--- src/rtl/noise_note_sequencer.sv ---
// Step sequencer for the noise channel: plays a host-loaded 16-step pattern RAM
// at a tempo derived from a free-running note_clk divider.
module noise_note_sequencer #(
    parameter int TICK_DIV = 390625
) (
    input  logic        clk50mhz,
    input  logic        rst,
    input  logic        wr_en,
    input  logic [3:0]  wr_addr,
    input  logic [15:0] wr_data,
    input  logic        start,
    input  logic        stop,
    input  logic        loop_en,
    input  logic [3:0]  pattern_len,
    input  logic [2:0]  tempo,
    output logic        note_clk,
    output logic        note_rst,
    output logic [5:0]  note_in,
    output logic [2:0]  note_length,
    output logic [1:0]  env_atk,
    output logic [1:0]  env_dec,
    output logic [1:0]  fx_sel,
    output logic        busy,
    output logic [3:0]  step_idx,
    output logic        done
);
    localparam int DIV_W = (TICK_DIV > 2) ? $clog2(TICK_DIV) : 1;

    typedef enum logic [1:0] {IDLE, FETCH, TRIGGER, PLAY} state_t;

    state_t           state_reg;
    logic [DIV_W-1:0] div_cnt_reg;
    logic [2:0]       edge_cnt_reg;
    logic [15:0]      mem [16];
    logic [15:0]      rd_data_reg;
    logic             div_wrap;
    logic             clk_rise;

    assign div_wrap = (div_cnt_reg == DIV_W'(TICK_DIV - 1));
    // High in the cycle whose closing edge takes note_clk from 0 to 1.
    assign clk_rise = div_wrap && !note_clk;

    always_ff @(posedge clk50mhz or posedge rst) begin
        if (rst) begin
            div_cnt_reg <= '0;
            note_clk    <= 1'b0;
        end else if (div_wrap) begin
            div_cnt_reg <= '0;
            note_clk    <= ~note_clk;
        end else begin
            div_cnt_reg <= div_cnt_reg + DIV_W'(1);
        end
    end

    // Pattern RAM: kept free of reset so it maps onto block RAM.
    always_ff @(posedge clk50mhz) begin
        if (wr_en) begin
            mem[wr_addr] <= wr_data;
        end
    end

    always_ff @(posedge clk50mhz) begin
        if (state_reg == FETCH) begin
            rd_data_reg <= mem[step_idx];
        end
    end

    always_ff @(posedge clk50mhz or posedge rst) begin
        if (rst) begin
            state_reg    <= IDLE;
            edge_cnt_reg <= '0;
            step_idx     <= '0;
            busy         <= 1'b0;
            done         <= 1'b0;
            note_rst     <= 1'b0;
            note_in      <= '0;
            note_length  <= '0;
            env_atk      <= '0;
            env_dec      <= '0;
            fx_sel       <= '0;
        end else begin
            note_rst <= 1'b0;
            done     <= 1'b0;
            // stop beats start and any step-end decision; note outputs hold.
            if (stop) begin
                state_reg <= IDLE;
                busy      <= 1'b0;
            end else begin
                case (state_reg)
                    IDLE: begin
                        if (start) begin
                            state_reg <= FETCH;
                            step_idx  <= '0;
                            busy      <= 1'b1;
                        end
                    end
                    FETCH: begin
                        state_reg <= TRIGGER;
                    end
                    TRIGGER: begin
                        note_in      <= rd_data_reg[5:0];
                        note_length  <= rd_data_reg[8:6];
                        fx_sel       <= rd_data_reg[10:9];
                        env_atk      <= rd_data_reg[12:11];
                        env_dec      <= rd_data_reg[14:13];
                        note_rst     <= ~rd_data_reg[15];
                        edge_cnt_reg <= '0;
                        state_reg    <= PLAY;
                    end
                    PLAY: begin
                        if (clk_rise) begin
                            // >= keeps a mid-step tempo decrease from overrunning.
                            if (edge_cnt_reg >= tempo) begin
                                if (step_idx < pattern_len) begin
                                    step_idx  <= step_idx + 4'd1;
                                    state_reg <= FETCH;
                                end else if (loop_en) begin
                                    step_idx  <= '0;
                                    state_reg <= FETCH;
                                end else begin
                                    done      <= 1'b1;
                                    busy      <= 1'b0;
                                    state_reg <= IDLE;
                                end
                            end else begin
                                edge_cnt_reg <= edge_cnt_reg + 3'd1;
                            end
                        end
                    end
                    default: begin
                        state_reg <= IDLE;
                    end
                endcase
            end
        end
    end
endmodule

--- config.mk ---
export PLATFORM = sky130hd
export DESIGN_NAME = noise_note_sequencer
export DESIGN_NICKNAME = d
export VERILOG_FILES = /design/src/rtl/noise_note_sequencer.sv
export SDC_FILE = /design/constraint.sdc
export NUM_CORES = 1
export LEC_CHECK = 0
export ABC_AREA = 0
export BUFFER_PORTS_ARGS = -buffer_cell sky130_fd_sc_hd__buf_2
export CAP_MARGIN = 20
export CORE_ASPECT_RATIO = 1.2
export CORE_MARGIN = 3
export CORE_UTILIZATION = 50
export DETAILED_ROUTE_END_ITERATION = 8
export PLACE_DENSITY = 0.66
export SLEW_MARGIN = 20
export SYNTH_ARGS = -nofsm -noshare
export SYNTH_HDL_FRONTEND = slang
export SYNTH_SLANG_ARGS = --single-unit
--- constraint.sdc ---
create_clock -name clk50mhz -period 3.8 [get_ports clk50mhz]
set_clock_uncertainty 0.15 [all_clocks]
set_input_delay 0 -clock clk50mhz [delete_from_list [all_inputs] [get_ports clk50mhz]]
set_output_delay 0 -clock clk50mhz [all_outputs]
set_load 0.05 [all_outputs]
==> impl_metrics.env, run 1 <==
export IMPL_rsz0062_at_grt="false"
export IMPL_synth_cells=628
export IMPL_synth_area_per_cell_sq_um=20.24
export IMPL_ant_nets=0
export IMPL_met3_wirelength_microns=1357
export IMPL_cp_required_ns=4.13
export IMPL_top_layer="met4"
export IMPL_areaGrowthSynthToFinish_pct=15.79
export IMPL_rows=63
export IMPL_tritoncts="built"
export IMPL_numCtsBuffers=30
export IMPL_slew_headroom_pct=31.01
export IMPL_p_leak_uw=0.005047
export IMPL_dr_wl_met2_microns=12910
export IMPL_wl_met1_microns=10750
export IMPL_drive_gt1_share_pct=30.70
export IMPL_synth_edf_count=272
export IMPL_fmax_ghz=0.3694
export IMPL_synth_top_family_by_area="multiplexers"
export IMPL_start_util_pct=51.19
export IMPL_dpl_worst_slack_ns=1.150
export IMPL_vias=6298
export IMPL_die_h_microns=180.7
export IMPL_htreeDepth=1
export IMPL_cts_root_buf="clkbuf_16"
export IMPL_nets=784
export IMPL_end_kind="register"
export IMPL_yosys_warnings=0
export IMPL_wire_per_inst_microns=23.42
export IMPL_tns_ns=0
export IMPL_max_slew_worst_pin_slew_ns=1.031
export IMPL_yosys_register_bits=319
export IMPL_hpwl_microns=14680
export IMPL_grt_pass1_vias=6727
export IMPL_grt_max_degree=68
export IMPL_finalHoldViolations=0
export IMPL_clkTransAtPathRegs_ns=0.06
export IMPL_ys_async_sr_fraction_pct=14.73
export IMPL_outcome="finished clean"
export IMPL_worst_setup_path_type="register to register"
export IMPL_hold_class="input pin to register"
export IMPL_yosysSeqAreaShare_pct=73.51
export IMPL_ys_flop_type="edfxtp_1"
export IMPL_cp_max_fo=9
export IMPL_fin_crit_sh_pct=71.24
export IMPL_placed_area_sq_um=13440
export IMPL_setup_ws_ns=1.093
export IMPL_ctsResizeCount=0
export IMPL_syn_nets=676
export IMPL_gp_congestion=0.7822
export IMPL_setup_viol=0
export IMPL_antenna_found_initial=0
export IMPL_post_route_util_pct=59.27
export IMPL_cts_buffer_depth=3
export IMPL_via_per_inst=5.810
export IMPL_drcViolationCount=0
export IMPL_crit_path_start_kind="register"
export IMPL_drv_slew=0
export IMPL_io_pins=56
export IMPL_portBuffers=55
export IMPL_synth_xor_xnor_area_share_pct=1.034
export IMPL_peakVddDrop_v=0.0002945
export IMPL_synth_area_sq_um=12710
export IMPL_first_iter_violations=594
export IMPL_cts_sink_count=319
export IMPL_largest_reg_flops=256
export IMPL_cp_arrival_ns=3.04
export IMPL_die_area_sq_um=27380
export IMPL_diodes=0
export IMPL_synth_compound_area_share_pct=2.126
export IMPL_dr_pass1_iters=5
export IMPL_fin_crit_ns=2.707
export IMPL_cts_setup_buffers=0
export IMPL_synth_simple_gate_area_share_pct=4.351
export IMPL_routed_wl_microns=25390
export IMPL_cap_violations=0
export IMPL_fp_dieW_microns=151.6
export IMPL_clk_latency_ns=0.54
export IMPL_grt_overflow=0
export IMPL_grt_pass1_wl_microns=39350
export IMPL_power_density_nw_per_um2=546.7
export IMPL_stdcell_area_sq_um=14720
export IMPL_synth_mux_area_share_pct=15.75
export IMPL_coreArea_sq_um=24830
export IMPL_synthAdderAreaFrac_pct=1.477
export IMPL_synth_distinct_cells=50
export IMPL_grtUsageTotal_pct=19.06
[routing by layer]
layer / vias to the layer above / global-route usage [%]
li1: 2760 / -
met1: 3329 / 27.41
met2: 179 / 31.43
met3: 30 / 2.742
met4: 0 / 4.315
met5: - / 0
[cells in the mapped netlist, drive strengths merged (2+ instances only)]
| cell | count | area [sq um] |
|---|---|---|
| edfxtp | 272 | 8168 |
| mux4 | 80 | 1802 |
| dfrtp | 47 | 1176 |
| nor2 | 33 | 123.9 |
| inv | 21 | 78.82 |
| mux2 | 16 | 180.2 |
| ha | 15 | 187.7 |
| buf | 13 | 98.83 |
| nand3 | 13 | 65.06 |
| clkbuf | 12 | 45.04 |
| xnor2 | 12 | 105.1 |
| nand2 | 11 | 41.29 |
| nor3 | 10 | 50.05 |
| nand2b | 7 | 43.79 |
| a211o | 6 | 52.55 |
| and4 | 6 | 52.55 |
| nand4 | 6 | 43.79 |
| nor2b | 5 | 31.28 |
| and3 | 4 | 25.02 |
| o21ai | 4 | 20.01 |
| a211oi | 3 | 22.52 |
| a31oi | 3 | 18.77 |
| xor2 | 3 | 26.28 |
| a21oi | 2 | 10.01 |
| and2 | 2 | 12.51 |
| mux2i | 2 | 20.02 |
| nand3b | 2 | 15.01 |
| o2111a | 2 | 22.52 |
[cells by family after synthesis]
logic type	Yosys count
multiplexers	98
flip-flops	319
XOR/XNOR	15
AO/OA/AOI/OAI	32
AND/OR/NAND/NOR	103
buffers and inverters	46
adder cells (fa/ha/maj)	15
[final timing paths]
check | startpoint | end | slack, ns | cells after the start
setup / recovery | edge_cnt_reg[0] | busy | 1.09 | 7
hold / removal | wr_addr[2] | mem[6][5] | 0.04 | 3
setup reg to reg | edge_cnt_reg[0] | busy | 1.09 | 7
hold reg to reg | rd_data_reg[15] | note_rst | 0.28 | 1
max in group asynchronous | rst | edge_cnt_reg[2] | 2.54 | 5
min in group asynchronous | rst | div_cnt_reg[5] | 0.45 | 4
[stage by stage]
stage | hold WS, ns | std cells | power [uW]
2_1_floorplan | -0.05113 | 628 | 4808
3_5_place_dp | 0.1327 | 1003 | 5118
5_1_grt | 0.06736 | 1084 | 8352
4_1_cts | 0.03007 | 1082 | 8110
3_3_place_gp | 0.1235 | 1003 | 5078
6_report | 0.04363 | 1084 | 8046
[placed cells by master (no fill, tap or decap), types with 6 or more instances in the layout]
cell / netlist / final
a211o_1: 6 / 6
and4_1: 6 / 6
buf_2: 7 / 55
buf_4: 0 / 19
clkbuf_1: 12 / 6
clkbuf_16: 0 / 31
dfrtp_1: 47 / 45
dlygate4sd3_1: 0 / 25
edfxtp_1: 272 / 272
ha_1: 15 / 14
inv_1: 20 / 19
mux2_2: 16 / 16
mux4_2: 80 / 80
nand2_1: 11 / 11
nand2b_1: 7 / 7
nand3_1: 13 / 13
nor2_1: 33 / 33
nor3_1: 10 / 6
xnor2_1: 12 / 12
[worst max-delay path, stage by stage, from the launching register on]
cell	delay, ns
dfrtp_1	0.38
inv_1	0.11
ha_1	0.23
nand2b_1	0.14
a31oi_1	0.55
nor4_4	0.19
a311oi_1	0.32
dlygate4sd3_1	0.59
[layout make-up]
cell class | instances | area [sq um]
well taps | 325 | 406.6
inverters | 21 | 78.83
flip-flops and latches | 319 | 9349
multi-input cells | 263 | 3167
clock inverters | 13 | 141.4
fillers | 1822 | 10110
clock buffers | 42 | 867.1
repair buffers | 101 | 708.2
[report_power, final]
part / internal (uW) / switching [uW]
Combinational: 281 / 632
Clock: 1790 / 1190
Sequential: 4040 / 115
Total: 6110 / 1940
[what timing repair did]
action                                  in CTS  in global routing
endpoints found under the setup margin       0                  0
hold buffers                                24                  1
endpoints found under the hold margin      377                 21
(Power assumes the default switching activity.)
==> inputs of run 2 (changes only) <==
--- a/config.mk
+++ b/config.mk
@@ -12,7 +12,7 @@
 export CORE_MARGIN = 3
 export CORE_UTILIZATION = 50
 export DETAILED_ROUTE_END_ITERATION = 8
-export PLACE_DENSITY = 0.66
+export PLACE_DENSITY = 0.68
 export SLEW_MARGIN = 20
 export SYNTH_ARGS = -nofsm -noshare
 export SYNTH_HDL_FRONTEND = slang
==> constraint.sdc (replaced) <==
create_clock -name clk50mhz -period 2.2 [get_ports clk50mhz]
set_clock_uncertainty 0.15 [all_clocks]
set_input_delay 0 -clock clk50mhz [delete_from_list [all_inputs] [get_ports clk50mhz]]
set_output_delay 0 -clock clk50mhz [all_outputs]
set_load 0.05 [all_outputs]
==> run 2 against run 1 <==
Net effect: the flow now finishes with violations (negative setup slack); routed wire length grew 3.1%; non-clock buffer count grew 20; clock power grew 77%; sequential power grew 73%; combinational power grew 79%; final cell count grew 1.7%; utilization grew 1.1 points; critical path type unchanged.
==> impl_metrics.env, run 2 (same netlist as run 1, synthesis figures left out) <==
export IMPL_end_kind="register"
export IMPL_slowest_stage="dfrtp_4"
export IMPL_peakVddDrop_v=0.0004496
export IMPL_dr_pass1_iters=4
export IMPL_power_uw=14080
export IMPL_hold_class="input pin to register"
export IMPL_grt_max_degree=38
export IMPL_io_pins=56
export IMPL_largest_reg_flops=256
export IMPL_numCtsBuffers=30
export IMPL_nets=804
export IMPL_worst_setup_path_type="register to register"
export IMPL_cp_num_buf_inv=1
export IMPL_violations="negative setup slack"
export IMPL_die_area_sq_um=27380
export IMPL_grt_pass1_vias=6892
export IMPL_cts_buffer_depth=3
export IMPL_hpwl_microns=15040
export IMPL_setup_ws_ns=-0.009044
export IMPL_wire_per_inst_microns=23.76
export IMPL_cts_sink_count=319
export IMPL_slew_headroom_pct=59.79
export IMPL_coreArea_sq_um=24830
export IMPL_drcViolationCount=0
export IMPL_finalHoldViolations=0
export IMPL_die_h_microns=180.7
export IMPL_routed_wl_microns=26180
export IMPL_antenna_found_initial=0
export IMPL_drive_gt1_share_pct=33.33
export IMPL_cp_max_fo=15
export IMPL_placed_area_sq_um=13660
export IMPL_cts_root_buf="clkbuf_16"
export IMPL_fmax_ghz=0.4527
export IMPL_clk_latency_ns=0.54
export IMPL_tritoncts="built"
export IMPL_grt_overflow=0
export IMPL_via_per_inst=5.843
export IMPL_crit_chain="buf_12 > mux4_2 > mux4_2"
export IMPL_fin_crit_sh_pct=100.4
export IMPL_fin_crit_ns=2.209
export IMPL_power_density_nw_per_um2=939.8
export IMPL_critical_path_top_delay_family="multiplexers"
export IMPL_clkTransAtPathRegs_ns=0.07
export IMPL_fp_dieW_microns=151.6
export IMPL_cp_required_ns=2.32
export IMPL_layout_common_cells="272 x edfxtp_1, 80 x mux4_2, 55 x buf_2"
export IMPL_vias=6439
export IMPL_htreeDepth=1
export IMPL_setup_viol=1
export IMPL_rows=63
export IMPL_outcome="complete, but fails checks"
export IMPL_rsz0062_at_grt="true"
export IMPL_final_common_cell="edfxtp_1"
export IMPL_drv_slew=0
export IMPL_stdcell_area_sq_um=14980
export IMPL_diodes=0
export IMPL_first_iter_violations=523
export IMPL_max_slew_worst_pin_slew_ns=0.5986
export IMPL_ant_nets=0
export IMPL_p_leak_uw=0.005172
export IMPL_areaGrowthSynthToFinish_pct=17.85
export IMPL_tns_ns=-0.009044
export IMPL_gp_congestion=0.8399
export IMPL_crit_path_start_kind="register"
export IMPL_cp_arrival_ns=2.33
export IMPL_cap_violations=0
export IMPL_portBuffers=55
export IMPL_start_util_pct=51.19
export IMPL_grtUsageTotal_pct=19.50
export IMPL_grt_pass1_wl_microns=39820
export IMPL_crit_top_cell="mux4_2"
export IMPL_slowest_delay_ns=0.54
==> run 2: cell types whose count changed in the layout (fill, tap and decap cells not counted), moves of 2 or more <==
| cell | change |
|---|---|
| buf_4 | +16 |
| buf_12 | +5 |
| clkbuf_8 | -5 |
| a211oi_1 | -2 |
| a211oi_2 | +2 |
| bufinv_16 | +2 |
| clkinv_2 | +2 |
| clkinvlp_4 | +2 |
==> run 2: final timing paths <==
kind                                 start              end  slack, ns  depth (start not counted)
hold / removal                  wr_addr[2]        mem[2][7]       0.07                          4
max in group asynchronous              rst      step_idx[0]       0.83                          5
hold reg to reg            rd_data_reg[15]         note_rst       0.29                          1
setup reg to reg               step_idx[0]   rd_data_reg[5]     -0.009                          3
min in group asynchronous              rst  div_cnt_reg[17]       0.48                          4
setup / recovery               step_idx[0]   rd_data_reg[5]     -0.009                          3
==> run 2: timing repair <==
action / 4_1_cts / 5_1_grt
pin swaps: 0 / 5
cloned: 0 / 0
endpoints found under the hold margin: 379 / 0
hold buffers: 24 / 0
buffers inserted: 0 / 3
endpoints found under the setup margin: 3 / 12
resized for setup: 1 / 6
==> run 2: per-layer routing <==
layer  track usage [%]  up-vias  share of wire (%)
li1                  -     2797                  -
met1             26.65     3357                 40
met2             33.03      241                 51
met3             2.642       44                6.6
met4             5.645        0                2.4
met5                 0        -                  0
==> run 2: cell type report <==
cell class	instances	area, sq um
Clock buffer	36	794.5
Clock inverter	17	225.2
Fill cell	1742	9851
Inverter	21	78.83
Multi-Input combinational cell	263	3207
Sequential cell	319	9349
Tap cell	325	406.6
Timing Repair Buffer	121	918.4
==> run 2: stage by stage <==
step / util, % / setup WS (ns) / hold slack [ns] / cells
finish: 60.33 / -0.009044 / 0.07018 / 1102
global route: 60.33 / -0.09530 / 0.08906 / 1102
detailed placement: 55.00 / -0.008053 / -0.06062 / 1022
CTS: 60.13 / -0.02720 / 0.05708 / 1099
global placement: 55.00 / 0.05426 / -0.07359 / 1022
floorplan: - / -0.1209 / -0.05113 / 628
==> run 2: power by group <==
| part | leakage (uW) | switching (uW) | internal (uW) | total [uW] |
|---|---|---|---|---|
| sequential | 0.00307 | 198 | 6980 | 7180 |
| combinational | 0.00161 | 1110 | 517 | 1630 |
| clock | 0.000490 | 2120 | 3160 | 5270 |
| total | 0.00517 | 3430 | 10600 | 14100 |
==> run 2: worst min-delay path, cell delays in order <==
cell and delay [ns]:
buf_2 0.10, or3b_2 0.16, nor2_1 0.05, buf_4 0.24
